**config.mk**
```make
export PLATFORM = sky130hd
export DESIGN_NAME = vec_strided_mem_unit
export DESIGN_NICKNAME = d
export VERILOG_FILES = /design/src/rtl/vec_strided_mem_unit.sv
export SDC_FILE = /design/constraint.sdc
export NUM_CORES = 1
export LEC_CHECK = 0
export BUFFER_PORTS_ARGS = -buffer_cell sky130_fd_sc_hd__buf_4
export CELL_PAD_IN_SITES_DETAIL_PLACEMENT = 1
export CELL_PAD_IN_SITES_GLOBAL_PLACEMENT = 2
export CORE_ASPECT_RATIO = 0.6
export CORE_MARGIN = 4
export CORE_UTILIZATION = 27
export CTS_CLUSTER_SIZE = 24
export DETAILED_ROUTE_END_ITERATION = 12
export HOLD_SLACK_MARGIN = 0.03
export PLACE_DENSITY_LB_ADDON = 0.1
export SYNTH_ARGS = -nofsm -noshare
export SYNTH_HDL_FRONTEND = slang
export SYNTH_SLANG_ARGS = --single-unit
```
**constraint.sdc**
```tcl
create_clock -name clk -period 2.52 [get_ports clk]
set_input_delay 0.504 -clock clk [delete_from_list [all_inputs] [get_ports clk]]
set_output_delay 0.504 -clock clk [all_outputs]
set_load 0.05 [all_outputs]
```
**src/rtl/vec_strided_mem_unit.sv**
```systemverilog
// Strided vector load/store engine (vlse.v / vsse.v, SEW 8/16/32).
// One word-aligned memory request per element. A zero-wait memory gives 3 cycles per load element: CHK, REQ, LD_OUT.
// Each element stalls until the memory, register-read or register-write side handshakes; all outputs are registered.
//
// Ports:
//   clk, reset        : single clock, synchronous active-high reset
//   cmd_*             : command handshake (base, stride, vl, sew, store); cmd_ready high only in IDLE
//   ld_valid/ready/*  : loaded element stream (zero-extended data + element index)
//   st_valid/ready/*  : store element stream from the register read path
//   mem_*             : native memory port; mem_ready is a one-cycle completion pulse
//   done, err         : end-of-command pulse; err qualifies done as an abort
module vec_strided_mem_unit #(
    parameter int VL_W = 6
) (
    input  logic            clk,
    input  logic            reset,
    input  logic            cmd_valid,
    output logic            cmd_ready,
    input  logic            cmd_store,
    input  logic [31:0]     cmd_base,
    input  logic [31:0]     cmd_stride,
    input  logic [VL_W-1:0] cmd_vl,
    input  logic [1:0]      cmd_sew,
    output logic            ld_valid,
    input  logic            ld_ready,
    output logic [31:0]     ld_data,
    output logic [VL_W-1:0] ld_idx,
    input  logic            st_valid,
    output logic            st_ready,
    input  logic [31:0]     st_data,
    output logic            mem_valid,
    input  logic            mem_ready,
    output logic [31:0]     mem_addr,
    output logic [31:0]     mem_wdata,
    output logic [3:0]      mem_wstrb,
    input  logic [31:0]     mem_rdata,
    output logic            done,
    output logic            err
);

    typedef enum logic [2:0] {IDLE, CHK, ST_GET, REQ, LD_OUT, FIN} state_t;

    state_t          state;
    logic            store_q;
    logic [1:0]      sew_q;
    logic [VL_W-1:0] vl_q;
    logic [VL_W-1:0] idx_q;
    logic [31:0]     stride_q;
    logic [31:0]     addr_q;

    logic [1:0]      off;
    logic            misal;
    logic [3:0]      lane_strb;
    logic [31:0]     lane_wdata;
    logic [31:0]     rd_shift;
    logic [31:0]     ld_elem;

    assign off = addr_q[1:0];

    // Elements must be naturally aligned inside the word; sew==3 is reserved.
    assign misal = (sew_q == 2'd3)
                || ((sew_q == 2'd1) && addr_q[0])
                || ((sew_q == 2'd2) && (off != 2'b00));

    // Byte-lane steering: replicate the element across the word so the
    // strobe alone selects which copy lands in memory.
    assign rd_shift = mem_rdata >> {off, 3'b000};

    always_comb begin
        lane_strb  = 4'b1111;
        lane_wdata = st_data;
        ld_elem    = mem_rdata;
        case (sew_q)
            2'd0: begin
                lane_strb  = 4'b0001 << off;
                lane_wdata = {4{st_data[7:0]}};
                ld_elem    = {24'h0, rd_shift[7:0]};
            end
            2'd1: begin
                lane_strb  = off[1] ? 4'b1100 : 4'b0011;
                lane_wdata = {2{st_data[15:0]}};
                ld_elem    = {16'h0, rd_shift[15:0]};
            end
            default: ;
        endcase
    end

    always_ff @(posedge clk) begin
        if (reset) begin
            state     <= IDLE;
            store_q   <= 1'b0;
            sew_q     <= 2'd0;
            vl_q      <= '0;
            idx_q     <= '0;
            stride_q  <= 32'h0;
            addr_q    <= 32'h0;
            cmd_ready <= 1'b1;
            ld_valid  <= 1'b0;
            ld_data   <= 32'h0;
            ld_idx    <= '0;
            st_ready  <= 1'b0;
            mem_valid <= 1'b0;
            mem_addr  <= 32'h0;
            mem_wdata <= 32'h0;
            mem_wstrb <= 4'b0000;
            done      <= 1'b0;
            err       <= 1'b0;
        end else begin
            case (state)
                IDLE: begin
                    if (cmd_valid) begin
                        store_q   <= cmd_store;
                        sew_q     <= cmd_sew;
                        vl_q      <= cmd_vl;
                        stride_q  <= cmd_stride;
                        addr_q    <= cmd_base;
                        idx_q     <= '0;
                        cmd_ready <= 1'b0;
                        state     <= CHK;
                    end
                end
                CHK: begin
                    if (idx_q == vl_q) begin
                        done  <= 1'b1;
                        err   <= 1'b0;
                        state <= FIN;
                    end else if (misal) begin
                        // Abort before touching memory; earlier elements stand.
                        done  <= 1'b1;
                        err   <= 1'b1;
                        state <= FIN;
                    end else if (store_q) begin
                        st_ready <= 1'b1;
                        state    <= ST_GET;
                    end else begin
                        mem_valid <= 1'b1;
                        mem_addr  <= {addr_q[31:2], 2'b00};
                        mem_wstrb <= 4'b0000;
                        state     <= REQ;
                    end
                end
                ST_GET: begin
                    if (st_valid) begin
                        st_ready  <= 1'b0;
                        mem_valid <= 1'b1;
                        mem_addr  <= {addr_q[31:2], 2'b00};
                        mem_wstrb <= lane_strb;
                        mem_wdata <= lane_wdata;
                        state     <= REQ;
                    end
                end
                REQ: begin
                    if (mem_ready) begin
                        mem_valid <= 1'b0;
                        mem_wstrb <= 4'b0000;
                        if (store_q) begin
                            addr_q <= addr_q + stride_q;
                            idx_q  <= idx_q + 1'b1;
                            state  <= CHK;
                        end else begin
                            ld_valid <= 1'b1;
                            ld_data  <= ld_elem;
                            ld_idx   <= idx_q;
                            state    <= LD_OUT;
                        end
                    end
                end
                LD_OUT: begin
                    if (ld_ready) begin
                        ld_valid <= 1'b0;
                        addr_q   <= addr_q + stride_q;
                        idx_q    <= idx_q + 1'b1;
                        state    <= CHK;
                    end
                end
                FIN: begin
                    done      <= 1'b0;
                    err       <= 1'b0;
                    cmd_ready <= 1'b1;
                    state     <= IDLE;
                end
                default: state <= IDLE;
            endcase
        end
    end

endmodule

```
== Yosys cells after proc, flatten, opt, wreduce, memory -nomap -nowiden ==
Cells that the tools add are included.
Cells by class
  $add $sub $neg: 2
  $mul: 0
  div/mod/pow operators: 0
  magnitude comparators: 0
  equal/unequal tests: 20
  shift operators: 2
  multiplexer cells: 55
  bitwise gates (word level): 1
  reductions and logical operators: 24
Operator list (count)
  2-to-1 mux 32 bit: 8
  one-hot mux 32 bit (2 select lines): 3
  one-hot mux 32 bit (3 select lines): 1
  adder 32 bit: 1
  right shift 32 x 5 -> 16 bit: 1
  2-to-1 mux 4 bit: 6
  2-to-1 mux 6 bit: 4
  2-to-1 mux 3 bit: 7
  != test 2 bit (second input constant): 10
  one-hot mux 6 bit (3 select lines): 1
  2-to-1 mux 1 bit: 16
  one-hot mux 3 bit (5 select lines): 1
  AND reduction 5 bit: 3
  one-hot mux 4 bit (3 select lines): 1
  one-hot mux 1 bit (2 select lines): 5
  nonzero test 2 bit: 5
  one-hot mux 4 bit (2 select lines): 1
  AND reduction 2 bit: 4
  AND reduction 4 bit: 2
  adder 6 x 1 -> 6 bit (second input constant): 1
  == test 3 x 2 -> 1 bit (second input constant): 2
  == test 3 bit (second input constant): 2
  == test 6 bit: 1
  AND reduction 6 bit: 1
  13 further kinds: 17
Storage, ports and cells
  register bits after elaboration: 194
  latch bits: 0
  bits in writable memories: 0
  ROM bits: 0
  input port bits: 143
  memories kept: 0

== Longest topological paths before layout ==
  word-level depth: 7
  mapped depth: 11
  depth with buffers taken out: 11

== Worst setup path after synthesis ==
OpenSTA, ideal clock, no wires.
  kind: register -> register
  start point: register addr_q[0]
  end point: register addr_q[30]
  arrival time: 2.632 ns
  data required time: 2.406 ns
  setup slack: -0.227 ns
  cell stages (with the launch flop): 12
  cell sequence: dfxtp_1 ha_1 fa_1 a21o_1 a21oi_1 o21ai_1 and3_1 o21ai_2 nand3_1 a311oi_1 xor2_1 a2111oi_0
Between the ends
  cells in the longest elaborated chain, start to end: 4
RTL lines
  from (decl): RTL line 49  | logic [31:0] addr_q;
  from (signal assigned): RTL line 116  | addr_q <= cmd_base;
  from (signal assigned): RTL line 157  | addr_q <= addr_q + stride_q;
  from (signal assigned): RTL line 171  | addr_q <= addr_q + stride_q;
  adder 32 bit (*): RTL line 157, 171
  2-to-1 mux 32 bit: RTL line 156  | if (store_q) begin
  2-to-1 mux 32 bit: RTL line 153  | if (mem_ready) begin
  one-hot mux 32 bit (3 select lines) (*): RTL line 109  | case (state)
Every way passes the cells marked *; elsewhere a longest branch is shown, timed or not. The select of a mux whose other input is x is not followed.
A chain may end at the register's enable or synchronous reset.

== Worst setup path after layout ==
  start point: register stride_q[9]
  end point: register addr_q[20]
Between the ends
  cells in the longest elaborated chain, start to end: 4
RTL lines
  from (decl): RTL line 48  | logic [31:0] stride_q;
  from (signal assigned): RTL line 115  | stride_q <= cmd_stride;
  adder 32 bit (*): RTL line 157, 171
  2-to-1 mux 32 bit: RTL line 156
  2-to-1 mux 32 bit: RTL line 153
  one-hot mux 32 bit (3 select lines) (*): RTL line 109
Marked as above.

==> flow_metrics.env <==
export IMPL_crit_path_start_kind="flop"
export IMPL_hold_buffers=0
export IMPL_muxShareOfSynthArea=0.0498
export IMPL_synth_distinct_cells=72
export IMPL_end_kind="flop"
export IMPL_synthSimpleGateAreaFrac=0.207
export IMPL_path_buf_inv=1
export IMPL_initial_core_util=0.275
export IMPL_antenna_left=0
export IMPL_worst_setup_path_type="flop to flop"
export IMPL_p_comb_frac=0.514
export IMPL_final_seq_area_mm2=0.00386
export IMPL_synthAdderAreaFrac=0.0435
export IMPL_synth_top_family_by_area="compound AO/OA/AOI/OAI gates"
export IMPL_slew_headroom=0.458
export IMPL_clock_latency_ns=0.45
export IMPL_fmax_mhz=392
export IMPL_final_setup_worst_slack_ns=-0.0317
export IMPL_yosysWarnings=0
export IMPL_hpwl_um=27900
export IMPL_htreeDepth=4
export IMPL_drt_total_wl_um=37800
export IMPL_p_switching_uw=6210
export IMPL_path_common_cell="a21o_1"
export IMPL_slowest_delay_ns=0.37
export IMPL_numPortBuffers=252
export IMPL_fin_nets=1686
export IMPL_clockBufferDepth=2
export IMPL_clk_pin_slew_ns=0.07
export IMPL_wl_per_cell_um=19.0
export IMPL_multi_input_area_mm2=0.00575
export IMPL_holdPathStages=3
export IMPL_rsz0062_at_grt="yes"
export IMPL_final_max_slew_violation_count=0
export IMPL_synth_edff_count=0
export IMPL_worstReg2RegStart="stride_q[9]"
export IMPL_numCtsBuffers=17
export IMPL_hold_end="stride_q[15]"
export IMPL_die_x_um=252
export IMPL_path_max_fanout=2
export IMPL_hold_viol=0
export IMPL_fin_crit_ns=2.55
export IMPL_grt_max_degree=74
export IMPL_synthCells=1219
export IMPL_chipHeight_um=154
export IMPL_row_count=53
export IMPL_tightest_slew_ns=0.811
export IMPL_synthesis_area_mm2=0.00966
export IMPL_finClkSkew_ns=0.0124
export IMPL_crit_chain="ha_4 > a21o_1 > a21o_1 > a21o_1 > a31o_4 > buf_4 > o21ai_2 > or3b_1 > xor2_1 > nand2_1 > a211oi_2"
export IMPL_violations="setup timing"
export IMPL_drive_gt1_frac=0.309
export IMPL_n_fill_cell=4190
export IMPL_synthTopCellsByCount="nand2_1, dfxtp_1, nor2_1"
export IMPL_antenna_found_initial=0
export IMPL_finalSetupViolCount=4
export IMPL_groute_usage_overall=0.190
export IMPL_post_synth_cell_area_avg_um2=7.92
export IMPL_drc=0
export IMPL_synth_seq_area_share=0.398
export IMPL_grt_pass1_vias=10020
export IMPL_synth_xor_area_frac=0.0345
export IMPL_p_seq_frac=0.286
export IMPL_internal_power_uw=8220
export IMPL_setup_tns_final_ns=-0.112
export IMPL_timing_rr_end="addr_q[20]"
export IMPL_reg2regPathDepth=11
export IMPL_globalplace_congestion=0.851
export IMPL_synth_seq_cells=192
export IMPL_status="finished, violations left"
export IMPL_ff2ff_setup_slack_ns=-0.03
export IMPL_yosys_top_cells_area="dfxtp_1, nand2_1, a21oi_1"
export IMPL_netSwitchingFraction=0.430
export IMPL_synth_flop_cell="dfxtp_1"
export IMPL_netlist_top_cell_by_area="dfxtp_1"
export IMPL_io_pins=255
export IMPL_synthDominantCellAreaShare=0.398
export IMPL_drtPass1Iterations=4
export IMPL_async_flop_share=0
export IMPL_core_area_mm2=0.0351
export IMPL_vias=9746
export IMPL_worstHoldStart="cmd_stride[15]"
export IMPL_routed_via_density=4.90
export IMPL_overflow=0
export IMPL_root_buffer="clkbuf_16"
export IMPL_syn_to_final_growth_pct=41.8
export IMPL_cp_slowest_cell="dfxtp_1"
export IMPL_grt_pass1_wl_um=58300
export IMPL_synth_most_common_cell="nand2_1"
export IMPL_numClockSinks=192
export IMPL_drt_iter0_markers=441
export IMPL_worst_hold_path_type="input port to flop"
export IMPL_crit_family="compound AO/OA/AOI/OAI gates"
export IMPL_cap_violations=0
export IMPL_worst_ep_required_time_ns=2.88
export IMPL_p_clk_frac=0.200
export IMPL_synth_compound_area_frac=0.222
export IMPL_powerDensity_mw_per_mm2=1050
export IMPL_worstPathArrival_ns=2.91
export IMPL_p_leak_uw=0.00576
export IMPL_period_share=1.01
export IMPL_cts_tree="yes"
export IMPL_ir_worst_vdd_mv=0.562
export IMPL_die_area_mm2=0.0389
export IMPL_post_place_ws_ns=-0.288
==> metal layers <==
metal	routed length (µm)	vias up	GRT usage
met5	0	-	0
met4	438	0	0.0428
met3	1500	22	0.0368
met2	16500	155	0.288
met1	19400	4737	0.280
li1	-	4832	-
==> power by group through the flow <==
stage	Combinational [µW]	Clock, µW	Sequential, µW
2_1_floorplan	3670	0	4730
3_3_place_gp	7070	0	4100
3_5_place_dp	7140	0	4120
4_1_cts	7330	3000	4100
5_1_grt	8110	3120	4210
6_report	7420	2890	4120
==> worst max path at each step <==
| stage | depth (start not counted) | from | to | slack (ns) |
|---|---|---|---|---|
| final | 11 | stride_q[9] | addr_q[20] | -0.03 |
| after global routing | 11 | addr_q[0] | addr_q[30] | -0.17 |
| after CTS | 12 | addr_q[0] | addr_q[20] | -0.07 |
| after detailed placement | 10 | stride_q[7] | addr_q[30] | -0.29 |
| after global placement | 10 | stride_q[7] | addr_q[30] | -0.27 |
| after floorplan | 11 | addr_q[0] | addr_q[30] | -0.06 |
==> cell families (layout without fill, tap and decap cells) <==
kind of cell | Yosys count | in the layout
xor+xnor | 38 | 38
fa+ha+maj | 33 | 33
compound gates | 332 | 332
simple gates | 469 | 469
flops | 192 | 192
other cells | 1 | 3
buf+inv | 106 | 408
mux | 48 | 48
==> metrics by stage <==
step | instances | power (µW) | instance area [µm²] | utilization | hold slack, ns
after detailed placement | 1952 | 11300 | 12700 | 0.361 | 0.446
final | 1990 | 14400 | 13700 | 0.390 | 0.295
after global routing | 1989 | 15400 | 13700 | 0.389 | 0.281
after CTS | 1987 | 14400 | 13500 | 0.385 | 0.273
after global placement | 1952 | 11200 | 12700 | 0.361 | 0.440
after floorplan | 1220 | 8400 | 9700 | - | 0.441
==> cell usage in the layout (no fill, tap or decap), types with 6 or more instances in the layout <==
cell / Yosys / routed
buf_4: 5 / 348
nand2_1: 241 / 240
dfxtp_1: 192 / 176
nor2_1: 125 / 124
a21oi_1: 124 / 118
o21ai_0: 67 / 67
mux2i_1: 48 / 48
nor3_1: 26 / 24
nand3_1: 22 / 21
xor2_1: 20 / 20
a311oi_1: 22 / 20
ha_1: 32 / 20
a21o_1: 18 / 18
inv_1: 17 / 17
xnor2_1: 18 / 17
clkbuf_16: 0 / 17
a211oi_1: 19 / 16
dfxtp_2: 0 / 16
nor2b_1: 11 / 11
ha_4: 0 / 10
nand2b_1: 9 / 9
o211ai_1: 9 / 9
a22oi_1: 9 / 9
a221oi_1: 9 / 8
buf_12: 0 / 8
nand4_1: 7 / 7
clkbuf_8: 0 / 6
==> worst reg2reg max path: cells and delay by family, from the launching register on <==
family,cells,cell delay [ns]
fa+ha+maj,1,0.22
simple gates,2,0.45
flops,1,0.37
compound gates,6,1.12
xor+xnor,1,0.14
buf+inv,1,0.16
==> registers in the layout, summed over array words and instances (netlist names), 2 cells and up <==
name / flops
ld_idx: 6
idx_q: 6
mem_addr: 30
sew_q: 2
state: 3
ld_data: 32
addr_q: 32
vl_q: 6
stride_q: 32
mem_wstrb: 4
mem_wdata: 32
==> final cells by class <==
type                    instances  area share
inverters                      17     0.00466
well taps                     467      0.0427
clock buffers                  24      0.0374
clock inverters                 7     0.00722
multi-input cells             922       0.420
diodes                          1    0.000183
repair buffers                360       0.206
flip-flops and latches        192       0.282
==> what timing repair did <==
item	in CTS	in global routing
setup buffers	4	2
gates resized for setup	33	32
endpoints found under the setup margin	11	14
pin swaps	29	22
No activity file was read; power rests on OpenSTA's default activity.
